### config.mk
export PLATFORM = sky130hd
export DESIGN_NAME = matrix_op_sequencer_flat
export DESIGN_NICKNAME = d
export VERILOG_FILES = /design/src/rtl/matrix_op_sequencer_pkg.sv /design/src/rtl/matrix_op_sequencer_if.sv /design/src/rtl/mat_xfer_ctrl.sv /design/src/rtl/matrix_op_sequencer.sv /design/src/flat_wrapper.sv
export SDC_FILE = /design/constraint.sdc
export NUM_CORES = 1
export LEC_CHECK = 0
export CAP_MARGIN = 20
export CORE_MARGIN = 5
export CORE_UTILIZATION = 40
export DETAILED_ROUTE_END_ITERATION = 12
export PLACE_DENSITY = 0.73
export SLEW_MARGIN = 20
export SYNTH_ARGS = -nofsm -noshare
export SYNTH_HDL_FRONTEND = slang
export SYNTH_SLANG_ARGS = --single-unit
export TNS_END_PERCENT = 100
### constraint.sdc
create_clock -name clk -period 4.5 [get_ports clk]
set_clock_uncertainty 0.15 [all_clocks]
set_input_delay 0.9 -clock clk [delete_from_list [all_inputs] [get_ports clk]]
set_output_delay 0.9 -clock clk [all_outputs]
set_load 0.01 [all_outputs]
### src/rtl/matrix_op_sequencer_pkg.sv
// coproc_pkg: shared opcodes, matrix geometry and sequencer state encoding
package coproc_pkg;
   localparam int ELEM_W    = 8;
   localparam int MAT_ELEMS = 25;
   localparam int MAT_W     = ELEM_W * MAT_ELEMS;
   localparam int IDX_W     = 5;

   localparam logic [3:0] OP_READ   = 4'd1;
   localparam logic [3:0] OP_WRITE  = 4'd2;
   localparam logic [3:0] OP_SUM    = 4'd3;
   localparam logic [3:0] OP_SUB    = 4'd4;
   localparam logic [3:0] OP_MUL    = 4'd5;
   localparam logic [3:0] OP_TRANSP = 4'd6;
   localparam logic [3:0] OP_OPST   = 4'd7;
   localparam logic [3:0] OP_MULSCL = 4'd8;
   localparam logic [3:0] OP_DET2   = 4'd9;
   localparam logic [3:0] OP_DET3   = 4'd10;
   localparam logic [3:0] OP_DET4   = 4'd11;
   localparam logic [3:0] OP_DET5   = 4'd12;

   typedef enum logic [2:0] {S_IDLE, S_LOAD_A, S_LOAD_B, S_EXEC, S_STORE, S_FIN} seq_state_t;

   function automatic logic op_valid(input logic [3:0] op);
      return op >= OP_SUM && op <= OP_DET5;
   endfunction

   function automatic logic op_binary(input logic [3:0] op);
      return op == OP_SUM || op == OP_SUB || op == OP_MUL;
   endfunction

   function automatic logic op_det(input logic [3:0] op);
      return op >= OP_DET2 && op <= OP_DET5;
   endfunction
endpackage

### src/rtl/matrix_op_sequencer_if.sv
// matrix_op_sequencer_if: command, data-memory and matrix-ALU signals of the sequencer
interface matrix_op_sequencer_if #(
   parameter int ADDR_W = 9
);
   logic                         cmd_valid;
   logic                         cmd_ready;
   logic [3:0]                   cmd_opcode;
   logic [ADDR_W-1:0]            cmd_addr_a;
   logic [ADDR_W-1:0]            cmd_addr_b;
   logic [ADDR_W-1:0]            cmd_addr_c;
   logic [7:0]                   cmd_scalar;
   logic                         done;
   logic                         err;
   logic                         mem_req;
   logic                         mem_we;
   logic [ADDR_W-1:0]            mem_addr;
   logic [7:0]                   mem_wdata;
   logic [7:0]                   mem_rdata;
   logic                         mem_ack;
   logic                         alu_start;
   logic [3:0]                   alu_op;
   logic [7:0]                   alu_scalar;
   logic [coproc_pkg::MAT_W-1:0] alu_a;
   logic [coproc_pkg::MAT_W-1:0] alu_b;
   logic                         alu_done;
   logic [coproc_pkg::MAT_W-1:0] alu_result;

   modport master (
      input  cmd_valid, cmd_opcode, cmd_addr_a, cmd_addr_b, cmd_addr_c, cmd_scalar,
      input  mem_rdata, mem_ack, alu_done, alu_result,
      output cmd_ready, done, err, mem_req, mem_we, mem_addr, mem_wdata,
      output alu_start, alu_op, alu_scalar, alu_a, alu_b
   );

   modport slave (
      output cmd_valid, cmd_opcode, cmd_addr_a, cmd_addr_b, cmd_addr_c, cmd_scalar,
      output mem_rdata, mem_ack, alu_done, alu_result,
      input  cmd_ready, done, err, mem_req, mem_we, mem_addr, mem_wdata,
      input  alu_start, alu_op, alu_scalar, alu_a, alu_b
   );
endinterface

### src/rtl/mat_xfer_ctrl.sv
// mat_xfer_ctrl: element counter and byte-wide memory request/ack engine for one matrix transfer
module mat_xfer_ctrl
   import coproc_pkg::*;
#(
   parameter int ADDR_W = 9
) (
   input  logic              clk,
   input  logic              rst_n,
   input  logic              act_i,
   input  logic              we_i,
   input  logic [IDX_W-1:0]  last_i,
   input  logic [ADDR_W-1:0] base_i,
   input  logic              ack_i,
   output logic              req_o,
   output logic              we_o,
   output logic [ADDR_W-1:0] addr_o,
   output logic [IDX_W-1:0]  idx_o,
   output logic              beat_o,
   output logic              done_o
);
   logic [IDX_W-1:0] k_q, k_d;

   assign req_o  = act_i;
   assign we_o   = act_i & we_i;
   assign addr_o = act_i ? base_i + ADDR_W'(k_q) : '0;
   assign idx_o  = k_q;
   assign beat_o = act_i & ack_i;
   assign done_o = beat_o && k_q == last_i;

   // advance on each acked beat; the final beat (or leaving the transfer) clears for the next phase
   always_comb k_d = (!act_i || done_o) ? '0 : k_q + IDX_W'(beat_o);

   // element counter register
   always_ff @(posedge clk or negedge rst_n)
      if (!rst_n) k_q <= '0;
      else        k_q <= k_d;
endmodule

### src/rtl/matrix_op_sequencer.sv
// matrix_op_sequencer: loads A/B from memory, runs the matrix ALU and stores the result for one instruction
module matrix_op_sequencer
   import coproc_pkg::*;
#(
   parameter int ADDR_W = 9
) (
   input  logic                  clk,
   input  logic                  rst_n,
   matrix_op_sequencer_if.master bus
);
   seq_state_t        state_q, state_d;
   logic [3:0]        op_q;
   logic [ADDR_W-1:0] addr_a_q, addr_b_q, addr_c_q;
   logic [7:0]        scalar_q;
   logic              err_q, started_q;
   logic [MAT_W-1:0]  a_q, b_q, c_q;
   logic              x_act, x_beat, x_done;
   logic [IDX_W-1:0]  x_idx, x_last;
   logic [ADDR_W-1:0] x_base;

   assign x_act  = state_q inside {S_LOAD_A, S_LOAD_B, S_STORE};
   assign x_base = state_q == S_LOAD_A ? addr_a_q : state_q == S_LOAD_B ? addr_b_q : addr_c_q;
   assign x_last = (state_q == S_STORE && op_det(op_q)) ? '0 : IDX_W'(MAT_ELEMS - 1);

   mat_xfer_ctrl #(.ADDR_W(ADDR_W)) u_xfer (
      .clk    (clk),
      .rst_n  (rst_n),
      .act_i  (x_act),
      .we_i   (state_q == S_STORE),
      .last_i (x_last),
      .base_i (x_base),
      .ack_i  (bus.mem_ack),
      .req_o  (bus.mem_req),
      .we_o   (bus.mem_we),
      .addr_o (bus.mem_addr),
      .idx_o  (x_idx),
      .beat_o (x_beat),
      .done_o (x_done)
   );

   assign bus.cmd_ready  = state_q == S_IDLE;
   assign bus.done       = state_q == S_FIN;
   assign bus.err        = state_q == S_FIN && err_q;
   assign bus.alu_start  = state_q == S_EXEC && !started_q;
   assign bus.alu_op     = op_q;
   assign bus.alu_scalar = scalar_q;
   assign bus.alu_a      = a_q;
   assign bus.alu_b      = b_q;
   assign bus.mem_wdata  = state_q == S_STORE ? c_q[ELEM_W*x_idx +: ELEM_W] : '0;

   // next-state: phases advance on the last acked beat or on ALU completion
   always_comb begin
      state_d = state_q;
      case (state_q)
         S_IDLE:   if (bus.cmd_valid) state_d = op_valid(bus.cmd_opcode) ? S_LOAD_A : S_FIN;
         S_LOAD_A: if (x_done) state_d = op_binary(op_q) ? S_LOAD_B : S_EXEC;
         S_LOAD_B: if (x_done) state_d = S_EXEC;
         S_EXEC:   if (started_q && bus.alu_done) state_d = S_STORE;
         S_STORE:  if (x_done) state_d = S_FIN;
         default:  state_d = S_IDLE;
      endcase
   end

   // state register
   always_ff @(posedge clk or negedge rst_n)
      if (!rst_n) state_q <= S_IDLE;
      else        state_q <= state_d;

   // command latch, operand capture and result capture
   always_ff @(posedge clk or negedge rst_n)
      if (!rst_n) begin
         op_q      <= '0;
         addr_a_q  <= '0;
         addr_b_q  <= '0;
         addr_c_q  <= '0;
         scalar_q  <= '0;
         err_q     <= 1'b0;
         started_q <= 1'b0;
         a_q       <= '0;
         b_q       <= '0;
         c_q       <= '0;
      end else begin
         if (state_q == S_IDLE && bus.cmd_valid) begin
            op_q     <= bus.cmd_opcode;
            addr_a_q <= bus.cmd_addr_a;
            addr_b_q <= bus.cmd_addr_b;
            addr_c_q <= bus.cmd_addr_c;
            scalar_q <= bus.cmd_scalar;
            err_q    <= !op_valid(bus.cmd_opcode);
         end
         started_q <= state_q == S_EXEC;
         if (state_q == S_LOAD_A && x_beat) a_q[ELEM_W*x_idx +: ELEM_W] <= bus.mem_rdata;
         if (state_q == S_LOAD_B && x_beat) b_q[ELEM_W*x_idx +: ELEM_W] <= bus.mem_rdata;
         if (state_q == S_EXEC && started_q && bus.alu_done) c_q <= bus.alu_result;
      end
endmodule

### src/flat_wrapper.sv
// flat-port wrapper written by rule: the top's interface ports become plain ports
module matrix_op_sequencer_flat import coproc_pkg::*;
#(
   parameter int ADDR_W = 9
)
  (clk, rst_n, bus_cmd_valid, bus_cmd_opcode, bus_cmd_addr_a, bus_cmd_addr_b, bus_cmd_addr_c, bus_cmd_scalar, bus_mem_rdata, bus_mem_ack, bus_alu_done, bus_alu_result, bus_cmd_ready, bus_done, bus_err, bus_mem_req, bus_mem_we, bus_mem_addr, bus_mem_wdata, bus_alu_start, bus_alu_op, bus_alu_scalar, bus_alu_a, bus_alu_b);
  matrix_op_sequencer_if #(.ADDR_W(ADDR_W)) bus_i ();
  input  logic clk;
  input  logic rst_n;
  input wire logic [$bits(bus_i.cmd_valid)-1:0] bus_cmd_valid;
  input wire logic [$bits(bus_i.cmd_opcode)-1:0] bus_cmd_opcode;
  input wire logic [$bits(bus_i.cmd_addr_a)-1:0] bus_cmd_addr_a;
  input wire logic [$bits(bus_i.cmd_addr_b)-1:0] bus_cmd_addr_b;
  input wire logic [$bits(bus_i.cmd_addr_c)-1:0] bus_cmd_addr_c;
  input wire logic [$bits(bus_i.cmd_scalar)-1:0] bus_cmd_scalar;
  input wire logic [$bits(bus_i.mem_rdata)-1:0] bus_mem_rdata;
  input wire logic [$bits(bus_i.mem_ack)-1:0] bus_mem_ack;
  input wire logic [$bits(bus_i.alu_done)-1:0] bus_alu_done;
  input wire logic [$bits(bus_i.alu_result)-1:0] bus_alu_result;
  output wire logic [$bits(bus_i.cmd_ready)-1:0] bus_cmd_ready;
  output wire logic [$bits(bus_i.done)-1:0] bus_done;
  output wire logic [$bits(bus_i.err)-1:0] bus_err;
  output wire logic [$bits(bus_i.mem_req)-1:0] bus_mem_req;
  output wire logic [$bits(bus_i.mem_we)-1:0] bus_mem_we;
  output wire logic [$bits(bus_i.mem_addr)-1:0] bus_mem_addr;
  output wire logic [$bits(bus_i.mem_wdata)-1:0] bus_mem_wdata;
  output wire logic [$bits(bus_i.alu_start)-1:0] bus_alu_start;
  output wire logic [$bits(bus_i.alu_op)-1:0] bus_alu_op;
  output wire logic [$bits(bus_i.alu_scalar)-1:0] bus_alu_scalar;
  output wire logic [$bits(bus_i.alu_a)-1:0] bus_alu_a;
  output wire logic [$bits(bus_i.alu_b)-1:0] bus_alu_b;
  assign bus_i.cmd_valid = bus_cmd_valid;
  assign bus_i.cmd_opcode = bus_cmd_opcode;
  assign bus_i.cmd_addr_a = bus_cmd_addr_a;
  assign bus_i.cmd_addr_b = bus_cmd_addr_b;
  assign bus_i.cmd_addr_c = bus_cmd_addr_c;
  assign bus_i.cmd_scalar = bus_cmd_scalar;
  assign bus_i.mem_rdata = bus_mem_rdata;
  assign bus_i.mem_ack = bus_mem_ack;
  assign bus_i.alu_done = bus_alu_done;
  assign bus_i.alu_result = bus_alu_result;
  assign bus_cmd_ready = bus_i.cmd_ready;
  assign bus_done = bus_i.done;
  assign bus_err = bus_i.err;
  assign bus_mem_req = bus_i.mem_req;
  assign bus_mem_we = bus_i.mem_we;
  assign bus_mem_addr = bus_i.mem_addr;
  assign bus_mem_wdata = bus_i.mem_wdata;
  assign bus_alu_start = bus_i.alu_start;
  assign bus_alu_op = bus_i.alu_op;
  assign bus_alu_scalar = bus_i.alu_scalar;
  assign bus_alu_a = bus_i.alu_a;
  assign bus_alu_b = bus_i.alu_b;
  matrix_op_sequencer #(.ADDR_W(ADDR_W)) u_core (.clk(clk), .rst_n(rst_n), .bus(bus_i));
endmodule
==> results.md <==
* Iter 0 DRT Violations at 998
* Worst Tran Pin Value at 1.14 ns
* Layout cell share with drive strength beyond 1 at 33.7%
* Final WL at 93400 um
* Crit end category: primary output
* H-tree Lvls at 3
* Post-Syn Area per Cell at 14.7 um^2
* XOR/XNOR share of the synthesized area at 0.253%
* Core Box Area at 68700 um^2
* Power, Total at 17.6 mW
* Most used flip-flop cell after synthesis: dfrtp_1
* Post-route setup slack at 0.0126 ns
* First-pass GRT wire length at 137000 um
* Drt first pass iters at 5
* Reg2Reg Depth at 9
* Top sig layer: met5
* Post-route ant nets at 0
* Main combinational cell family by area after synthesis: multiplexers
* Die Ht at 273 um
* Top cells by area, synth: dfrtp_1 59%, mux2_2 26%, mux4_2 3.9%, and2_1 0.90%, nor3_1 0.89%
* IO buf count at 686
* Register area share after synthesis at 58.6%
* Mux contribution to synthesized area at 30.4%
* Setup TNS at 0 ns
* Clock Tree Root: clkbuf_16
* Leak at 17.7 nW
* Crit path DAT at 3.44 ns
* Area of the die at 74600 um^2
* Top post-synthesis cells by count: 649 x dfrtp_1, 635 x mux2_2, 58 x nor2_1, 56 x nand2_1, 49 x nor3_1
* WL per Instance at 25.8 um
* Vias in the first global route at 21.1k
* Synth Register Bits at 649
* Maximum fanout along the worst path at 6
* Antenna violations before repair at 23
* Cell count after synthesis at 1890
* Gr usage total at 24.4%
* Final Cycle Share at 99.7%
* Synth Cell Area at 27700 um^2
* Reg2Reg Capture Point: u_core.bus.alu_b[148]
* Worst vdd ir at 0.287 mV
* Nets at 2888
* CTS Buf Count at 71
* Final Max Slew Viols at 0
* Clock Path Buffers at 3
* Adder-Cell Fraction of Synth Area at 0.614%
* Count leader, synth: dfrtp_1
* Final setup violation count at 0
* Fill cells at 5479
* Fin. Hold Viols at 0
* Area delta synth->final at 39.4%
* WP data required at 3.45 ns
* Initial core utilization at 40.3%
* Met1 WL at 34200 um
* PD cells at 456 nW/um^2
* Hpwl dp at 71700 um
* Flop-to-flop setup slack at 0.20 ns
* Post-synth top area share at 58.6%
* Crit Path Category: reg -> out
* Met2 WL at 47700 um
* CTS clk-pin slew, worst paths at 0.06 ns
* Max frequency at 223 MHz
* Synth Area in Compound Gates at 2.31%
* Clk_lat worst skew at 0.60 ns
* Pin count of the biggest net entering global routing at 101
* Congestion Overflow GR at 0
* Yosys warning total at 0
* Routed vias/inst at 5.30
* Placer congestion estimate at 0.902
* Asr flop ratio synth at 100%
* EDFF count, synth at 0
* Met3 wire length at 7570 um
* Pre-CTS setup slack at 0.131 ns
* Row count at 96
* CP Launch Type: register
* TritonCTS clock tree: done
* Via Count at 19.1k
* Outcome: finished clean
* Worst r2r src: u_core.u_xfer.idx_o[0]
* Max Cap Viol at 0
* DRC at 0
* Layout Cell Area excl Fill at 38600 um^2
* Syn_nets at 2155
* Die W at 273 um
* CTS sink count at 649
* Fin util at 56.2%
* Max-slew headroom at 23.9%
* Synth unique cells at 56
* Hold crit path type: in -> async
* Top-level I/O count at 687
* RSZ-0062 raised after global routing: true
* Placed Area at 36000 um^2
* Synth Area in Simple Gates at 6.20%
* Minimum clock period at 4.49 ns
* Area leader, netlist: dfrtp_1
## logic make-up after synthesis
| group | count (synthesis) |
|---|---|
| buffers and inverters | 106 |
| DFF | 649 |
| and+or+nand+nor | 326 |
| AOI/OAI and AO/OA | 87 |
| adders and majority gates | 13 |
| muxes | 701 |
| xor gates and xnor gates | 8 |
## routing by layer
| layer | track usage, % | up-vias |
|---|---|---|
| met4 | 9.50 | 28 |
| met5 | 0 | - |
| met3 | 7.69 | 189 |
| met2 | 42.8 | 693 |
| met1 | 28.0 | 9918 |
| li1 | - | 8321 |
## stage by stage
| step | hold WS [ns] | cells |
|---|---|---|
| after global routing | 0.268 | 3610 |
| after floorplan | 0.325 | 1890 |
| after CTS | 0.216 | 3598 |
| after global placement | 0.322 | 3471 |
| after detailed placement | 0.341 | 3471 |
| final | 0.217 | 3616 |
## final cells by class
type / count / area (um^2) / share of cell area, %
sequential: 649 / 16200 / 42.1
tap: 931 / 1160 / 3.02
multi-input combinational: 1135 / 11100 / 28.7
clock buffer: 100 / 2080 / 5.38
inverter: 16 / 60.1 / 0.155
clock inverter: 26 / 385 / 0.998
antenna: 9 / 22.5 / 0.0583
timing repair buffer: 750 / 7570 / 19.6
## cells in the final DEF (no fill, tap or decap), types with 14 or more instances in the layout
| cell type | count |
|---|---|
| and2_1 | 40 |
| and3_1 | 16 |
| buf_4 | 47 |
| clkbuf_16 | 74 |
| clkdlybuf4s50_1 | 680 |
| dfrtp_1 | 644 |
| inv_1 | 14 |
| mux2_2 | 635 |
| mux4_2 | 48 |
| nand2_1 | 56 |
| nand3_1 | 29 |
| nor2_1 | 56 |
| nor2b_1 | 36 |
| nor3_1 | 48 |
## timing repair
action                                  4_1_cts  5_1_grt
resized for setup                            12       13
setup buffers                                 0        9
endpoints found under the setup margin       11        7
pin swaps                                     0        6
cloned                                        1        0
hold buffers                                  0        0
## critical path, stage by stage (launching register included)
cell and delay (ns):
dfrtp_2 0.44, dlymetal6s2s_1 0.20, nand2b_1 0.10, o22a_1 0.14
o22a_1 0.17, inv_1 0.07, fa_1 0.42, nor2b_2 0.16
o31a_1 0.19, o221ai_2 0.10, or4_1 0.46, a21oi_2 0.15
clkdlybuf4s15_2 0.23
## power breakdown
part           switching (mW)  internal [mW]  leakage [nW]
clock                    2.44           3.65          1.20
combinational            2.31           2.14          7.68
sequential              0.474           6.60          8.86
## flip-flops by register name, indices dropped and copies added (netlist names)
signal / flops
u_core.err_q: 1
u_core.bus.alu_scalar: 8
u_core.addr_b_q: 9
u_core.u_xfer.idx_o: 5
u_core.addr_c_q: 9
u_core.bus.alu_b: 200
u_core.bus.alu_op: 4
u_core.bus.alu_a: 200
u_core.state_q: 3
u_core.c_q: 200
u_core.addr_a_q: 9
u_core.started_q: 1
## worst max-delay path by stage
stage,from,endpoint,slack [ns],depth (start not counted)
global route,u_core.state_q[0],bus_mem_addr[8],-0.21,13
floorplan,u_core.state_q[1],bus_mem_addr[8],0.36,12
CTS,u_core.state_q[0],bus_mem_addr[8],-0.18,12
finish,u_core.state_q[1],bus_mem_addr[8],0.01,12
detailed placement,u_core.state_q[1],bus_mem_addr[8],0.13,12
global placement,u_core.state_q[1],bus_mem_addr[8],0.12,12
No activity file was read; power rests on OpenSTA's default activity.
==> RTL change 1, RTL diff (config.mk and constraints unchanged) <==
Reset style: synchronous (`rst_n`), changed in 3 clocked blocks.
--- a/src/rtl/mat_xfer_ctrl.sv
+++ b/src/rtl/mat_xfer_ctrl.sv
@@ -31,7 +31,7 @@
    always_comb k_d = (!act_i || done_o) ? '0 : k_q + IDX_W'(beat_o);
 
    // element counter register
-   always_ff @(posedge clk or negedge rst_n)
+   always_ff @(posedge clk)
       if (!rst_n) k_q <= '0;
       else        k_q <= k_d;
 endmodule
--- a/src/rtl/matrix_op_sequencer.sv
+++ b/src/rtl/matrix_op_sequencer.sv
@@ -62,12 +62,12 @@
    end
 
    // state register
-   always_ff @(posedge clk or negedge rst_n)
+   always_ff @(posedge clk)
       if (!rst_n) state_q <= S_IDLE;
       else        state_q <= state_d;
 
    // command latch, operand capture and result capture
-   always_ff @(posedge clk or negedge rst_n)
+   always_ff @(posedge clk)
       if (!rst_n) begin
          op_q      <= '0;
          addr_a_q  <= '0;
Behaviour: differs if rst_n is asserted again (counterexample within 4 cycles, from zero or initial values and one cycle with rst_n low); with rst_n held inactive, the same outputs for 4 cycles.
==> RTL change 1 against the original RTL <==
  * Via count rose by 31%
  * Sequential cell count unchanged
  * Largest cell class unchanged
  * Area after synthesis is 5.9% lower
  * Worst setup slack gained 0.051 ns
  * Fmax rose by 1.1%
  * Wire length grew 4.8%
  * Critical path depth is 5 lower
  * Cell area shrank 6.2%
Power is not compared: it rests on default switching activity, and its combinational part moved more than twofold at a synthesized area within 25%.
==> RTL change 1: results <==
INSERT INTO impl_metrics (metric_group, metric, value, unit) VALUES
('status', 'outcome', 'finished clean', ''),
('final_layout', 'num-fill-cells', '5854', ''),
('global_route', 'largest_net_degree_at_the_start_of_global_routing', '150', ''),
('route', 'dr.pass1.iters', '6', ''),
('global_route', 'use_met2', '44.0', '%'),
('final_layout', 'design.final.nets', '4035', ''),
('route', 'met2WireLength', '47600', 'um'),
('final_layout', 'final_layout_size_suffix_gt1_share', '7.30', '%'),
('global_route', 'groute.layer.met3.usage', '6.26', '%'),
('route', 'route.layer.met1.wl', '37800', 'um'),
('timing', 'worst-slew-pin-transition', '0.789', 'ns'),
('global_route', 'grt.total_usage', '26.1', '%'),
('cts', 'tritoncts.num_buffers', '70', ''),
('yosys', 'synth.area.top_cells', 'dfxtp_1, nand2_1, a21oi_1', ''),
('placed_design', 'place_worst_setup_slack', '0.365', 'ns'),
('global_route', 'grt_first_pass_wirelength', '144000', 'um'),
('setup_path', 'crit_arrival', '3.39', 'ns'),
('route', 'vias', '25078', ''),
('route', 'route.met3.wl', '8350', 'um'),
('yosys', 'synth.yosys.seq_area_share', '49.8', '%'),
('yosys', 'synth_common_cells', 'nand2_1, dfxtp_1, a21oi_1, nand3_1, nor2_1', ''),
('yosys', 'postSynth.asyncResetShare', '0', '%'),
('yosys', 'syn-num-nets', '3422', ''),
('placed_design', 'post-dp-hpwl', '72500', 'um'),
('setup_path', 'critPathMaxFanout', '45', '');
## RTL change 1: changes by cell type in the layout (fill, tap and decap cells not counted), sizes merged, moves of 15 or more
cell / delta
dfrtp: -649
nand2: +786
a21oi: +514
nand3: +264
dfxtp: +649
mux2i: +115
buf: +15
nor2: +141
mux2: -633
## RTL change 1: layout make-up
cell class	instances	area [sq um]	share of cell area, %
antenna	6	15.0	0.0414
clock buffer	98	1980	5.46
clock inverter	22	235	0.649
inverter	14	60.1	0.166
multi-input combinational	2274	12200	33.7
sequential	649	13000	35.9
tap	855	1070	2.95
timing repair buffer	764	7670	21.2
## RTL change 1: kinds of logic (layout without fill, tap and decap cells)
| group | Yosys count | in the layout | synth area share (%) |
|---|---|---|---|
| mux | 186 | 186 | 9.61 |
| flops | 649 | 649 | 49.8 |
| compound gates | 588 | 588 | 11.7 |
| fa+ha+maj | 10 | 10 | 0.508 |
| xor+xnor | 10 | 10 | 0.393 |
| other cells | 0 | 6 | 0 |
| simple gates | 1480 | 1480 | 24.2 |
| buf+inv | 237 | 898 | 3.73 |
## RTL change 1: final timing paths
check | startpoint | end | slack (ns) | cells after the start
worst max-delay path | u_core.u_xfer.idx_o[1]$_SDFF_PP0_ | bus_mem_wdata[7] | 0.06 | 7
worst min-delay path | u_core.c_q[156]$_SDFFE_PN0P_ | u_core.c_q[156]$_SDFFE_PN0P_ | 0.30 | 2
worst max register to register | u_core.u_xfer.idx_o[0]$_SDFF_PP0_ | u_core.bus.alu_b[194]$_SDFFE_PN0P_ | 0.62 | 9
worst min register to register | u_core.c_q[156]$_SDFFE_PN0P_ | u_core.c_q[156]$_SDFFE_PN0P_ | 0.30 | 2
## RTL change 1: critical path, cell delays in order (launching register included)
cell,delay (ns)
dfxtp_2,0.43
buf_12,0.30
mux4_2,0.58
mux2i_1,0.27
nor2_1,0.07
a31oi_1,0.34
a211oi_1,0.22
clkdlybuf4s50_1,0.55
## RTL change 1: what timing repair did
action / in CTS / in global routing
cloned: 1 / 0
endpoints found under the setup margin: 7 / 7
gates resized for setup: 11 / 13
buffers inserted: 1 / 2
pin swaps: 2 / 3
## RTL change 1: through the flow
step / power [W] / utilization [%] / setup TNS, ns / cell area (sq um) / instances
after floorplan: 0.00710 / - / 0 / 26100 / 3160
after global placement: 0.00799 / 52.5 / 0 / 33900 / 4552
after detailed placement: 0.00800 / 52.5 / 0 / 33900 / 4552
after CTS: 0.0136 / 56.0 / 0 / 36200 / 4674
after global routing: 0.0140 / 56.1 / -0.0131 / 36200 / 4681
final: 0.0136 / 56.1 / 0 / 36200 / 4682
## RTL change 1: report_power, final
group          internal, W  switching [W]  leakage, nW  total, W
Sequential         0.00586       0.000108         5.23   0.00597
Clock              0.00322        0.00241         1.09   0.00563
Combinational     0.000805        0.00116         6.45   0.00197
==> RTL change 2, RTL diff (config.mk and constraints unchanged) <==
Made on the original files. `IDX_W`: 5 -> 6.
--- a/src/rtl/matrix_op_sequencer_pkg.sv
+++ b/src/rtl/matrix_op_sequencer_pkg.sv
@@ -3,7 +3,7 @@
    localparam int ELEM_W    = 8;
    localparam int MAT_ELEMS = 25;
    localparam int MAT_W     = ELEM_W * MAT_ELEMS;
-   localparam int IDX_W     = 5;
+   localparam int IDX_W     = 6;
 
    localparam logic [3:0] OP_READ   = 4'd1;
    localparam logic [3:0] OP_WRITE  = 4'd2;
Check against the original RTL: same outputs for any inputs over 4 cycles, from zero or initial values and one cycle with rst_n low; that may be too few to reach the edited logic, so the function may still have changed.
==> RTL change 2 against the original RTL <==
  * Critical path depth rose by 1
  * Utilization up 0.11 points
  * Cell area grew 0.36%
  * Area after synthesis up 0.39%
  * Worst setup slack improved by 0.21 ns
  * Power up 20%
  * Wire length is 0.26% lower
  * Sequential cell count rose by 1
  * Critical endpoint is now bus_mem_addr[7]
  * Largest cell class unchanged
  * Highest routed layer unchanged
==> RTL change 2: results <==
INSERT INTO impl_metrics (metric_group, metric, value, unit) VALUES
('setup_path', 'critPathMaxFanout', '26', ''),
('pwr', 'power.share.sequential', '36.3', '%'),
('pwr', 'power_sequential', '0.00768', 'W'),
('yosys', 'synth.yosys.seq_area_share', '58.5', '%'),
('cts', 'postCtsSetupRepairBufs', '1', ''),
('pwr', 'p_sw', '0.00719', 'W'),
('global_route', 'use_met2', '42.3', '%'),
('final_layout', 'final_layout_size_suffix_gt1_share', '26.6', '%'),
('pwr', 'share_comb_of_total_power', '35.2', '%'),
('status', 'outcome', 'finished clean', ''),
('yosys', 'synth_xor_xnor_area_share', '0.315', '%'),
('cts', 'clk_latency', '0.58', 'ns'),
('yosys', 'synth_fa_ha_area_share', '0.522', '%'),
('placed_design', 'post-dp-hpwl', '70600', 'um'),
('final_layout', 'design.final.nets', '3085', ''),
('route', 'vias', '20284', ''),
('placed_design', 'place_worst_setup_slack', '0.207', 'ns'),
('route', 'route.met3.wl', '8210', 'um'),
('yosys', 'syn-num-nets', '2368', ''),
('route', 'route.layer.met1.wl', '33400', 'um');
==> RTL change 2: per-stage QoR <==
| step | hold WS [ns] | std cells | cell area, sq um | util [%] |
|---|---|---|---|---|
| 2_1_floorplan | 0.322 | 2105 | 27800 | - |
| 3_5_place_dp | 0.321 | 3675 | 36100 | 52.5 |
| 6_report | 0.248 | 3812 | 38800 | 56.3 |
| 4_1_cts | 0.250 | 3803 | 38600 | 56.1 |
| 5_1_grt | 0.298 | 3810 | 38800 | 56.3 |
| 3_3_place_gp | 0.313 | 3675 | 36100 | 52.4 |
==> RTL change 2: final cells by class <==
class / instances / area, sq um
clock inverters: 23 / 308
well taps: 931 / 1160
diodes: 6 / 15.0
multi-input cells: 1322 / 11200
fillers: 5542 / 30100
clock buffers: 104 / 2150
flip-flops and latches: 650 / 16300
repair buffers: 755 / 7550
inverters: 21 / 80.1
